[config.mk]
export PLATFORM = sky130hd
export DESIGN_NAME = cix_seq
export DESIGN_NICKNAME = d
export VERILOG_FILES = /design/src/rtl/cix_seq.sv
export SDC_FILE = /design/constraint.sdc
export NUM_CORES = 1
export LEC_CHECK = 0
export ABC_AREA = 0
export CORE_MARGIN = 2
export CORE_UTILIZATION = 47
export CTS_BUF_LIST = sky130_fd_sc_hd__clkbuf_2 sky130_fd_sc_hd__clkbuf_4 sky130_fd_sc_hd__clkbuf_8
export DETAILED_ROUTE_END_ITERATION = 6
export GPL_ROUTABILITY_DRIVEN = 0
export GPL_TIMING_DRIVEN = 1
export PLACE_DENSITY = 0.79
export SLEW_MARGIN = 0
export SYNTH_ARGS = -nofsm -noshare
export SYNTH_HDL_FRONTEND = slang
export SYNTH_SLANG_ARGS = --single-unit
[constraint.sdc]
create_clock -name clock -period 8.18 [get_ports clock]
set_input_delay 2.454 -clock clock [delete_from_list [all_inputs] [get_ports clock]]
set_output_delay 2.454 -clock clock [all_outputs]
set_load 0.02 [all_outputs]
[src/rtl/cix_seq.sv]
// cix_seq -- sequential wide CLZ / CTZ / POPCOUNT / ZERO-TEST controller.
//
// Walks an N-bit operand one W-bit chunk per clock (W = 2**ORDER,
// N = W*CHUNKS) through a single narrow bit-counter and accumulates the
// result, so wide bit counts need no wide combinational tree.
//
// Ports:
//   clock      rising-edge clock
//   reset      asynchronous active-low reset (0 = reset)
//   in_valid   request valid
//   in_ready   request accepted when in_valid & in_ready
//   in_op      2'b01 CLZ, 2'b10 CTZ, 2'b11 POPCOUNT, 2'b00 ZERO-TEST
//   in_data    N-bit operand
//   out_valid  result valid
//   out_ready  result consumed when out_valid & out_ready
//   out_count  CW-bit result count (0..N)
//   out_zero   1 when the latched operand was all zeros
//
// Build option:
//   CIX_SEQ_BACK_TO_BACK_EN  when defined, a new request may be accepted
//                            on the same edge as the output handshake,
//                            going straight from DONE to RUN.
module cix_seq #(
  parameter int ORDER  = 3,
  parameter int CHUNKS = 4,
  parameter int CW     = $clog2((2**ORDER)*CHUNKS) + 1
) (
  input  logic                           clock,
  input  logic                           reset,
  input  logic                           in_valid,
  output logic                           in_ready,
  input  logic [1:0]                     in_op,
  input  logic [(2**ORDER)*CHUNKS-1:0]   in_data,
  output logic                           out_valid,
  input  logic                           out_ready,
  output logic [CW-1:0]                  out_count,
  output logic                           out_zero
);

  localparam int W   = 2**ORDER;
  localparam int N   = W*CHUNKS;
  localparam int IW  = (CHUNKS > 1) ? $clog2(CHUNKS) : 1;
  localparam int CCW = ORDER + 1;          // per-chunk count, 0..W

  localparam logic [1:0] S_IDLE = 2'd0;
  localparam logic [1:0] S_RUN  = 2'd1;
  localparam logic [1:0] S_DONE = 2'd2;

  localparam logic [1:0] OP_ZT  = 2'b00;
  localparam logic [1:0] OP_CLZ = 2'b01;
  localparam logic [1:0] OP_CTZ = 2'b10;
  localparam logic [1:0] OP_POP = 2'b11;

  localparam logic [IW-1:0] IDX_LAST = IW'(CHUNKS-1);

  logic [1:0]     state_q;
  logic [N-1:0]   data_q;
  logic [1:0]     op_q;
  logic [IW-1:0]  idx_q;
  logic [CW-1:0]  acc_q;
  logic           zflag_q;

  logic [W-1:0]   chunk;
  logic           chunk_zero;
  logic [CCW-1:0] chunk_cnt;
  logic           last;
  logic [CW-1:0]  sum;
  logic           accept;

  // ---------------------------------------------------------------
  // Narrow bit-counter helpers
  // ---------------------------------------------------------------
  function automatic logic [CCW-1:0] lead_zeros(input logic [W-1:0] v);
    logic [CCW-1:0] n;
    logic           hit;
    n   = '0;
    hit = 1'b0;
    for (int unsigned i = 0; i < W; i++) begin
      if (!hit) begin
        if (v[W-1-i]) hit = 1'b1;
        else          n   = n + CCW'(1);
      end
    end
    return n;
  endfunction

  function automatic logic [CCW-1:0] trail_zeros(input logic [W-1:0] v);
    logic [CCW-1:0] n;
    logic           hit;
    n   = '0;
    hit = 1'b0;
    for (int unsigned i = 0; i < W; i++) begin
      if (!hit) begin
        if (v[i]) hit = 1'b1;
        else      n   = n + CCW'(1);
      end
    end
    return n;
  endfunction

  function automatic logic [CCW-1:0] ones(input logic [W-1:0] v);
    logic [CCW-1:0] n;
    n = '0;
    for (int unsigned i = 0; i < W; i++) n = n + CCW'(v[i]);
    return n;
  endfunction

  // ---------------------------------------------------------------
  // Datapath: select current chunk and count it
  // ---------------------------------------------------------------
  always_comb begin
    chunk = '0;
    for (int unsigned c = 0; c < CHUNKS; c++) begin
      if (idx_q == IW'(c)) chunk = data_q[c*W +: W];
    end
  end

  assign chunk_zero = (chunk == '0);

  always_comb begin
    chunk_cnt = '0;
    case (op_q)
      OP_CLZ:  chunk_cnt = lead_zeros(chunk);
      OP_CTZ:  chunk_cnt = trail_zeros(chunk);
      OP_POP:  chunk_cnt = ones(chunk);
      default: chunk_cnt = '0;
    endcase
  end

  // CLZ/CTZ stop at the first non-zero chunk; the end of the word always
  // stops the walk, so the index never leaves 0..CHUNKS-1.
  always_comb begin
    last = 1'b0;
    case (op_q)
      OP_CLZ:  last = (idx_q == '0)      || !chunk_zero;
      OP_CTZ:  last = (idx_q == IDX_LAST) || !chunk_zero;
      default: last = (idx_q == IDX_LAST);
    endcase
  end

  assign sum = acc_q + CW'(chunk_cnt);

  // ---------------------------------------------------------------
  // Handshakes
  // ---------------------------------------------------------------
`ifdef CIX_SEQ_BACK_TO_BACK_EN
  assign in_ready = reset & ((state_q == S_IDLE) |
                             ((state_q == S_DONE) & out_ready));
`else
  assign in_ready = reset & (state_q == S_IDLE);
`endif

  assign out_valid = (state_q == S_DONE);
  assign accept    = in_valid & in_ready;

  // ---------------------------------------------------------------
  // Control / state
  // ---------------------------------------------------------------
  // An accept can only happen in IDLE (or DONE with back-to-back
  // enabled, where it also completes the output handshake), so it is
  // handled ahead of the per-state behaviour.
  always_ff @(posedge clock or negedge reset) begin
    if (!reset) begin
      state_q   <= S_IDLE;
      data_q    <= '0;
      op_q      <= OP_ZT;
      idx_q     <= '0;
      acc_q     <= '0;
      zflag_q   <= 1'b0;
      out_count <= '0;
      out_zero  <= 1'b0;
    end else if (accept) begin
      state_q <= S_RUN;
      data_q  <= in_data;
      op_q    <= in_op;
      idx_q   <= (in_op == OP_CLZ) ? IDX_LAST : '0;
      acc_q   <= '0;
      zflag_q <= 1'b1;
    end else begin
      case (state_q)
        S_RUN: begin
          acc_q   <= sum;
          zflag_q <= zflag_q & chunk_zero;
          if (last) begin
            out_count <= sum;
            out_zero  <= zflag_q & chunk_zero;
            state_q   <= S_DONE;
          end else if (op_q == OP_CLZ) begin
            idx_q <= idx_q - IW'(1);
          end else begin
            idx_q <= idx_q + IW'(1);
          end
        end
        S_DONE: begin
          if (out_ready) state_q <= S_IDLE;
        end
        S_IDLE: ;
        default: state_q <= S_IDLE;
      endcase
    end
  end

endmodule

==> flow_summary.json <==
{
  "vias_per_cell": 5.73,
  "r2r_slack_ps": 890,
  "grt-ovfl-total": 0,
  "syn_area_per_cell_um2": 9.86,
  "min_path_type": "flip-flop to flip-flop",
  "vias": 3114,
  "pre_cts_ws_ps": 756,
  "grt_start_max_net_pins": 53,
  "antenna_left": 0,
  "rows": 33,
  "wire_per_inst_um": 15.4,
  "path_clk_slew_ps": 100,
  "whs_ps": 485,
  "die-area_um2": 9180,
  "cts_resized": 0,
  "synth-edff-count": 0,
  "maxSlewViolCount": 0,
  "synth_top_family_by_area": "compound AO/OA/AOI/OAI gates",
  "finalInstanceArea_um2": 4540,
  "finalSetupViolations": 0,
  "crit_top_cell": "ha_1",
  "yosys_most_used_dff": "dfrtp_1",
  "clock_sinks": 52,
  "cpMaxStageDelayCell": "or4b_1",
  "max_slew.worst_pin.slew_ps": 946,
  "reg2reg_depth": 32,
  "syn-cell-area_um2": 3960,
  "worstSetupPathType": "flip-flop to flip-flop",
  "drc_errors": 0,
  "synth_warnings": 0,
  "io_buffers": 46,
  "max_freq_ghz": 0.137,
  "synth-compound-area-share": 0.194,
  "n_fill_cell": 718,
  "cts_made_buffers": 5,
  "ios": 47,
  "cts_tree": "built",
  "synth_seq_cells": 52,
  "clk_latency_ps": 310,
  "htree_levels": 2,
  "synth.distinct_cells": 83,
  "drt_iter0_drc": 154,
  "dr.pass1.iters": 4,
  "clockBufferDepth": 2,
  "critPathRequiredTime_ps": 8350,
  "antenna_found_initial": 0,
  "r2r-end": "out_count[5]",
  "finalHoldViolations": 0,
  "status": "completed",
  "holdBufCountCts": 0,
  "hold_path_depth": 2,
  "initial_core_util": 0.485,
  "core_area_um2": 8180,
  "die_h_um": 95.8,
  "syn_nets": 470,
  "critPathMaxStageDelay_ps": 490,
  "crit_fanout": 16,
  "drv_cap": 0,
  "fin_nets": 505,
  "layout_setup_ws_ps": 893,
  "setup_tns_ps": 0,
  "worstHoldEndpoint": "out_count[5]",
  "yosysSeqAreaShare": 0.328,
  "synth_xor_xnor_area_share": 0.0436,
  "die_w_um": 95.8,
  "grt_pass1_vias": 3143,
  "slew_headroom": 0.369,
  "drive_above_1_share": 0.171,
  "async_reset_ff_frac": 1.00,
  "min_period_ps": 7290,
  "synthAdderAreaFrac": 0.102,
  "placed_cell_area_um2": 4440,
  "drt-total-wl_mm": 8.38,
  "min_from": "out_count[5]",
  "layout_common_cells": "dfrtp_1, nand2_1, clkdlybuf4s50_1",
  "fin_worst_skew_ps": 10.9,
  "rsz0062_at_grt": "no",
  "reg2reg_from": "idx_q[1]",
  "antennaDiodeCount": 0,
  "place_hpwl_mm": 6.61,
  "crit_arrival_ps": 7450,
  "synthCells": 402,
  "startpoint_type": "flip-flop",
  "layout_commonest_cell": "dfrtp_1",
  "cts_setup_buffers": 0,
  "synth-simple-area-share": 0.173,
  "grt_pass1_wl_mm": 14.4,
  "gr-usage-all-layers": 0.199,
  "synthMuxAreaShare": 0.104,
  "synthToLayoutAreaGrowth_pct": 14.5,
  "root_buffer": "clkbuf_8",
  "finalCritPeriodShare": 0.891,
  "critPathCaptureType": "flip-flop"
}
## per-stage QoR
stage / utilization / cells
after floorplan: - / 402
after global placement: 0.544 / 535
after detailed placement: 0.544 / 535
after CTS: 0.555 / 543
after global routing: 0.555 / 543
final: 0.555 / 543
## worst max-delay path, delay by kind of cell (launching register included)
family,cells,cell delay (ps)
AOI/OAI and AO/OA,9,1520
xor gates and xnor gates,3,640
adders and majority gates,7,2230
buffers and inverters,3,500
DFF,1,410
muxes,1,200
and+or+nand+nor,9,1630
## cell usage after synthesis (3+ instances only)
cell       n  area [µm²]
dfrtp_1   52        1300
nand2_1   48         180
mux2_2    35         394
ha_1      26         325
o21ai_0   23         115
inv_1     22        82.6
nor2_1    14        52.6
xnor2_1   11        96.3
a21oi_1   10        50.1
o211ai_1   9        67.6
nand2b_1   8        50.1
nand3_1    7        35.0
o22ai_1    7        43.8
clkbuf_1   6        22.5
nand3b_1   6        45.0
xor2_1     6        52.6
buf_1      5        18.8
buf_6      5        56.3
and2_1     4        25.0
fa_1       4        80.1
nor3_1     4        20.0
nor3b_1    4        30.0
o211a_1    4        40.0
a211oi_1   3        22.5
and3_1     3        18.8
inv_2      3        11.3
nor2b_1    3        18.8
o31ai_1    3        22.5
## sequential cells by signal (all words and copies together) (netlist names)
| register | count |
|---|---|
| acc_q | 6 |
| op_q | 2 |
| data_q | 32 |
| out_zero | 1 |
| out_count | 6 |
| idx_q | 2 |
| state_q | 2 |
| zflag_q | 1 |
## worst max-delay path by stage
stage | cells after the start | startpoint | endpoint | slack (ps)
after floorplan | 32 | idx_q[0] | out_count[5] | 1650
after global placement | 30 | idx_q[0] | out_count[5] | 1130
after detailed placement | 30 | idx_q[0] | out_count[5] | 760
after CTS | 30 | idx_q[0] | out_count[5] | 740
after global routing | 30 | idx_q[0] | out_count[5] | 60
final | 32 | idx_q[1] | out_count[5] | 890
## cell type report
cell class,count,area [µm²],area share
Timing Repair Buffer,47,463,0.102
Tap cell,105,131,0.0289
Sequential cell,52,1300,0.287
Inverter,26,97.6,0.0215
Clock buffer,6,82.6,0.0182
Clock inverter,2,10.0,0.00221
Multi-Input combinational cell,305,2450,0.541
## cell families after synthesis
family                   after synthesis
adder cells (fa/ha/maj)               30
XOR/XNOR                              18
flip-flops                            52
multiplexers                          37
AND/OR/NAND/NOR                      123
buffers and inverters                 45
AO/OA/AOI/OAI                         97
## layer usage
layer	wire [µm]	part of all wire	GRT usage
met3	284	0.034	0.0266
met4	128	0.015	0.0595
met2	4180	0.50	0.336
met1	3790	0.45	0.266
met5	0	0	0
Power is left out: the tool's default activity adds up to more than one toggle a clock period on the data nets, which glitch-free logic cannot reach.
